$ cat src/rtl/reg_wb_ctrl.sv
// rtl/reg_wb_ctrl.sv - in-order writeback FIFO feeding the register file write port
// Define WB_BYPASS_EN to build the queued-result bypass lookup ports; otherwise they read as zero.
module reg_wb_ctrl #(
    parameter int DEPTH = 4,
    parameter int XLEN  = 32
) (
    input  logic                       clk,
    input  logic                       rst_n,
    input  logic                       a_valid,
    output logic                       a_ready,
    input  logic [4:0]                 a_rd,
    input  logic [XLEN-1:0]            a_data,
    input  logic                       b_valid,
    output logic                       b_ready,
    input  logic [4:0]                 b_rd,
    input  logic [XLEN-1:0]            b_data,
    output logic                       rf_we,
    output logic [4:0]                 rf_rd_addr,
    output logic [XLEN-1:0]            rf_rd_data,
    input  logic [4:0]                 q1_addr,
    output logic                       q1_hit,
    output logic [XLEN-1:0]            q1_data,
    input  logic [4:0]                 q2_addr,
    output logic                       q2_hit,
    output logic [XLEN-1:0]            q2_data,
    output logic [$clog2(DEPTH):0]     count,
    output logic                       full,
    output logic                       empty
);

    localparam int PW = $clog2(DEPTH);
    localparam int CW = PW + 1;
    localparam logic [CW-1:0] DEPTH_C = CW'(DEPTH);

    logic [PW-1:0]   wr_ptr;
    logic [PW-1:0]   rd_ptr;
    logic [4:0]      ent_rd   [DEPTH];
    logic [XLEN-1:0] ent_data [DEPTH];
    logic            a_push;
    logic            b_push;
    logic            pop;

    // Writes to x0 are acknowledged but dropped, so they never take a slot.
    assign a_ready = count < DEPTH_C;
    assign a_push  = a_valid && a_ready && (a_rd != 5'd0);
    assign b_ready = (count + CW'(a_push)) < DEPTH_C;
    assign b_push  = b_valid && b_ready && (b_rd != 5'd0);

    assign empty = (count == '0);
    assign full  = (count == DEPTH_C);
    assign pop   = !empty;

    assign rf_we      = pop;
    assign rf_rd_addr = pop ? ent_rd[rd_ptr]   : 5'd0;
    assign rf_rd_data = pop ? ent_data[rd_ptr] : '0;

    always_ff @(posedge clk or negedge rst_n) begin
        if (!rst_n) begin
            wr_ptr <= '0;
            rd_ptr <= '0;
            count  <= '0;
        end else begin
            wr_ptr <= wr_ptr + PW'(a_push) + PW'(b_push);
            rd_ptr <= rd_ptr + PW'(pop);
            count  <= count + CW'(a_push) + CW'(b_push) - CW'(pop);
        end
    end

    // A is older than B when both land in the same cycle.
    always_ff @(posedge clk) begin
        if (a_push) begin
            ent_rd[wr_ptr]   <= a_rd;
            ent_data[wr_ptr] <= a_data;
        end
        if (b_push) begin
            ent_rd[wr_ptr + PW'(a_push)]   <= b_rd;
            ent_data[wr_ptr + PW'(a_push)] <= b_data;
        end
    end

`ifdef WB_BYPASS_EN
    logic [PW-1:0] scan_idx;

    // Scan oldest to youngest so the last match (youngest) wins.
    always_comb begin
        q1_hit   = 1'b0;
        q1_data  = '0;
        q2_hit   = 1'b0;
        q2_data  = '0;
        scan_idx = rd_ptr;
        for (int i = 0; i < DEPTH; i++) begin
            scan_idx = rd_ptr + PW'(i);
            if (CW'(i) < count) begin
                if ((q1_addr != 5'd0) && (ent_rd[scan_idx] == q1_addr)) begin
                    q1_hit  = 1'b1;
                    q1_data = ent_data[scan_idx];
                end
                if ((q2_addr != 5'd0) && (ent_rd[scan_idx] == q2_addr)) begin
                    q2_hit  = 1'b1;
                    q2_data = ent_data[scan_idx];
                end
            end
        end
    end
`else
    logic unused_q;

    assign q1_hit   = 1'b0;
    assign q1_data  = '0;
    assign q2_hit   = 1'b0;
    assign q2_data  = '0;
    assign unused_q = ^{q1_addr, q2_addr};
`endif

endmodule

$ cat config.mk
export PLATFORM = sky130hd
export DESIGN_NAME = reg_wb_ctrl
export DESIGN_NICKNAME = d
export VERILOG_FILES = /design/src/rtl/reg_wb_ctrl.sv
export SDC_FILE = /design/constraint.sdc
export NUM_CORES = 1
export LEC_CHECK = 0
export CAP_MARGIN = 5
export CELL_PAD_IN_SITES_DETAIL_PLACEMENT = 0
export CELL_PAD_IN_SITES_GLOBAL_PLACEMENT = 1
export CORE_ASPECT_RATIO = 1.5
export CORE_MARGIN = 4
export CORE_UTILIZATION = 38
export CTS_CLUSTER_DIAMETER = 60
export CTS_CLUSTER_SIZE = 14
export DETAILED_ROUTE_END_ITERATION = 8
export PLACE_DENSITY = 0.83
export SLEW_MARGIN = 20
export SYNTH_ARGS = -nofsm -noshare
export SYNTH_HDL_FRONTEND = slang
export SYNTH_SLANG_ARGS = --single-unit
$ cat constraint.sdc
create_clock -name clk -period 4 [get_ports clk]
set_clock_uncertainty 0.2 [all_clocks]
set_input_delay 0.4 -clock clk [delete_from_list [all_inputs] [get_ports clk]]
set_output_delay 0.4 -clock clk [all_outputs]
set_load 0.01 [all_outputs]
==> metrics.md <==
| Metric | Value |
|---|---|
| Gpl congestion | 0.895 |
| Setup WS post-layout | 0.359 ns |
| Cell Int Power | 0.00538 W |
| Post-route ant nets | 0 |
| Max-slew violations | 0 |
| Max Cap Violations | 0 |
| Reg power frac | 33.5% |
| Maximum clock rate | 275 MHz |
| CTS Sinks | 155 |
| Worst path bufs/invs | 3 |
| Library cells used by synthesis | 34 |
| Yosys warnings | 0 |
| Design Power | 0.00803 W |
| Worst rel slew slack | 47.6% |
| CP cell instances | clkdlybuf4s50_1 > or4_1 > o211a_1 > ha_1 > ha_1 > xor2_4 > inv_1 > clkdlybuf4s50_1 |
| Cell Pwr Density | 740 mW/mm^2 |
| Synth Register Bits | 155 |
| Cell count after synthesis | 525 |
| Hold-fix buffers, CTS | 0 |
| Hold Path Class | input port to async pin |
| CP delay by family, top | buffers and inverters |
| Std-Cell Rows | 67 |
| Final net count | 768 |
| Initial antenna violation count | 1 |
| Via density | 5.06 |
| First-pass GRT wire length | 29.0 mm |
| Antenna cells | 0 |
| Sequential fraction of the synthesis area | 53.6% |
| Htree depth | 4 |
| Area Growth Syn to Fin | 26.0% |
| Initial core utilization | 38.6% |
| DRC | 0 |
| Core box area | 0.0223 sq mm |
| Cell Area, Synth | 0.00861 sq mm |
| Most frequent cells in the layout | edfxtp_1, clkdlybuf4s50_1, conb_1 |
| Num ports | 199 |
| # resized after CTS | 0 |
| Worst-path clk slew | 0.07 ns |
| Tmin final | 3.64 ns |
| DR vias | 4,867 |
| CTS tree | yes |
| Outcome | finished, final reports clean |
| Vias in the first global route | 5,218 |
| Detailed-route wire length per cell | 20.3 um |
| Worst EP required | 3.40 ns |
| Die height | 192 um |
| Root Driver | clkbuf_16 |
| Largest stage delay, worst path | 0.58 ns |
| VDD IR max | 0.373 mV |
| Worst path slowest cell | or4_1 |
| Dpl ws | -0.0389 ns |
| Crit end category | output port |
| Drt pass-1 iters | 4 |
| CP startpoint kind | input port |
| Leak | 3.93 nW |
| CP arrival | 3.04 ns |
| Die area | 0.0252 sq mm |
| Largest net degree at the start of global routing | 29 |
| RSZ-0062 raised after global routing | false |
| Worst Max-Slew Pin Slew | 0.786 ns |
| Setup CP Type | input port to output port |
| Syn Area/Cell | 16.4 sq um |
| Commonest non-fill, non-tap cell in the layout | edfxtp_1 |
| Setup Viol. Count Final | 0 |
| Fraction of layout cells with a size suffix above 1 | 35.5% |
| Clk_lat worst skew | 0.42 ns |
| Die W | 131 um |
| Clock Tree Buf Depth | 2 |
| Input/output buffers | 122 |
| Routed Wire Length | 19.5 mm |
| Sw Share | 33.0% |
| Crit-path max FO | 6 |
| Gate power share | 47.5% |
| Clk network pwr share | 19.0% |
| Dpl hpwl | 13.3 mm |
| Num CTS Buffers | 17 |
| Initial drt markers | 292 |
| Tcrit/Tclk final | 91.0% |
| P_sw | 0.00265 W |
| Postcts setup bufs | 0 |
| GRT Total Usage | 15.6% |
| Final-report hold violation count | 0 |
| Gr ovfl total | 0 |
-- worst paths after layout --
kind / from / to / slack (ns) / depth (start not counted)
setup / recovery: a_rd[3] / b_ready / 0.36 / 8
hold / removal: rst_n / count[1] / 0.05 / 1
setup reg to reg: count[2] / ent_data[2][11] / 0.84 / 9
hold reg to reg: wr_ptr[0] / wr_ptr[0] / 0.53 / 2
max in group asynchronous: rst_n / rd_ptr[1] / 3.27 / 1
min in group clk: wr_ptr[0] / wr_ptr[0] / 0.53 / 2
-- sequential cells by signal (all words and copies together) (netlist names) --
signal,flops
ent_rd,20
rd_ptr,2
wr_ptr,2
count,3
ent_data,128
-- power groups by stage --
stage	sequential (W)	clock, W	combinational, W
floorplan	0.00259	0	0.00227
global placement	0.00269	0	0.00381
detailed placement	0.00274	0	0.00387
CTS	0.00270	0.00155	0.00389
global route	0.00275	0.00162	0.00409
finish	0.00269	0.00152	0.00382
-- metal layers --
layer  global-route usage (%)  wire [um]  vias up
met4                     5.70        393        0
met5                        0          0        -
li1                         -          -     2189
met2                     29.8      10900      186
met1                     16.7       7240     2468
met3                     2.96        885       24
-- metrics by stage --
stage | util, % | cells | hold slack (ns) | TNS (ns) | instance area [sq um]
6_report | 48.7 | 961 | 0.0540 | 0 | 10900
5_1_grt | 48.7 | 961 | 0.0607 | 0 | 10900
4_1_cts | 48.7 | 961 | 0.0396 | 0 | 10900
3_5_place_dp | 46.1 | 929 | 0.497 | -1.38 | 10300
3_3_place_gp | 46.1 | 929 | 0.490 | 0 | 10300
2_1_floorplan | - | 590 | -0.0956 | -56.62 | 8860
-- cells in the mapped netlist, drive strengths merged --
| cell type | number | area, sq um |
|---|---|---|
| edfxtp | 148 | 4440 |
| mux2 | 128 | 1670 |
| buf | 84 | 636 |
| mux4 | 37 | 833 |
| nor2b | 37 | 231 |
| a22o | 20 | 175 |
| inv | 9 | 33.8 |
| nand2 | 9 | 33.8 |
| clkbuf | 8 | 30.0 |
| dfrtp | 7 | 175 |
| ha | 7 | 87.6 |
| nor3 | 7 | 62.6 |
| xnor2 | 4 | 35.0 |
| nor2 | 3 | 16.3 |
| xor2 | 3 | 45.1 |
| and2 | 2 | 12.5 |
| o21ai | 2 | 10.0 |
| o22ai | 2 | 12.5 |
| a211o | 1 | 10.0 |
| a2bb2oi | 1 | 8.76 |
| and3 | 1 | 6.26 |
| conb | 1 | 3.75 |
| fa | 1 | 20.0 |
| nand2b | 1 | 6.26 |
| o211a | 1 | 10.0 |
| or4 | 1 | 7.51 |
-- cell families after synthesis --
logic type	synth area share, %
xor gates and xnor gates	0.930
DFF	53.6
other	0.0435
AOI/OAI and AO/OA	2.63
and+or+nand+nor	4.37
adders and majority gates	1.25
muxes	29.0
buffers and inverters	8.12
-- final cells by class --
cell class / instances / area, sq um
tap: 276 / 345
fill: 1873 / 11400
multi-input combinational: 334 / 3610
clock inverter: 14 / 124
clock buffer: 18 / 439
inverter: 9 / 33.8
timing repair buffer: 155 / 1680
sequential: 155 / 4620
-- worst register-to-register path, cell delays in order (launching register included) --
cell and delay (ns):
dfrtp_1 0.48, inv_1 0.16, o211a_1 0.25, ha_1 0.19, ha_1 0.23, xor2_4 0.30, a211o_2 0.24, a2bb2oi_1 0.44
o22ai_4 0.18, buf_12 0.21
(Power assumes the default switching activity.)
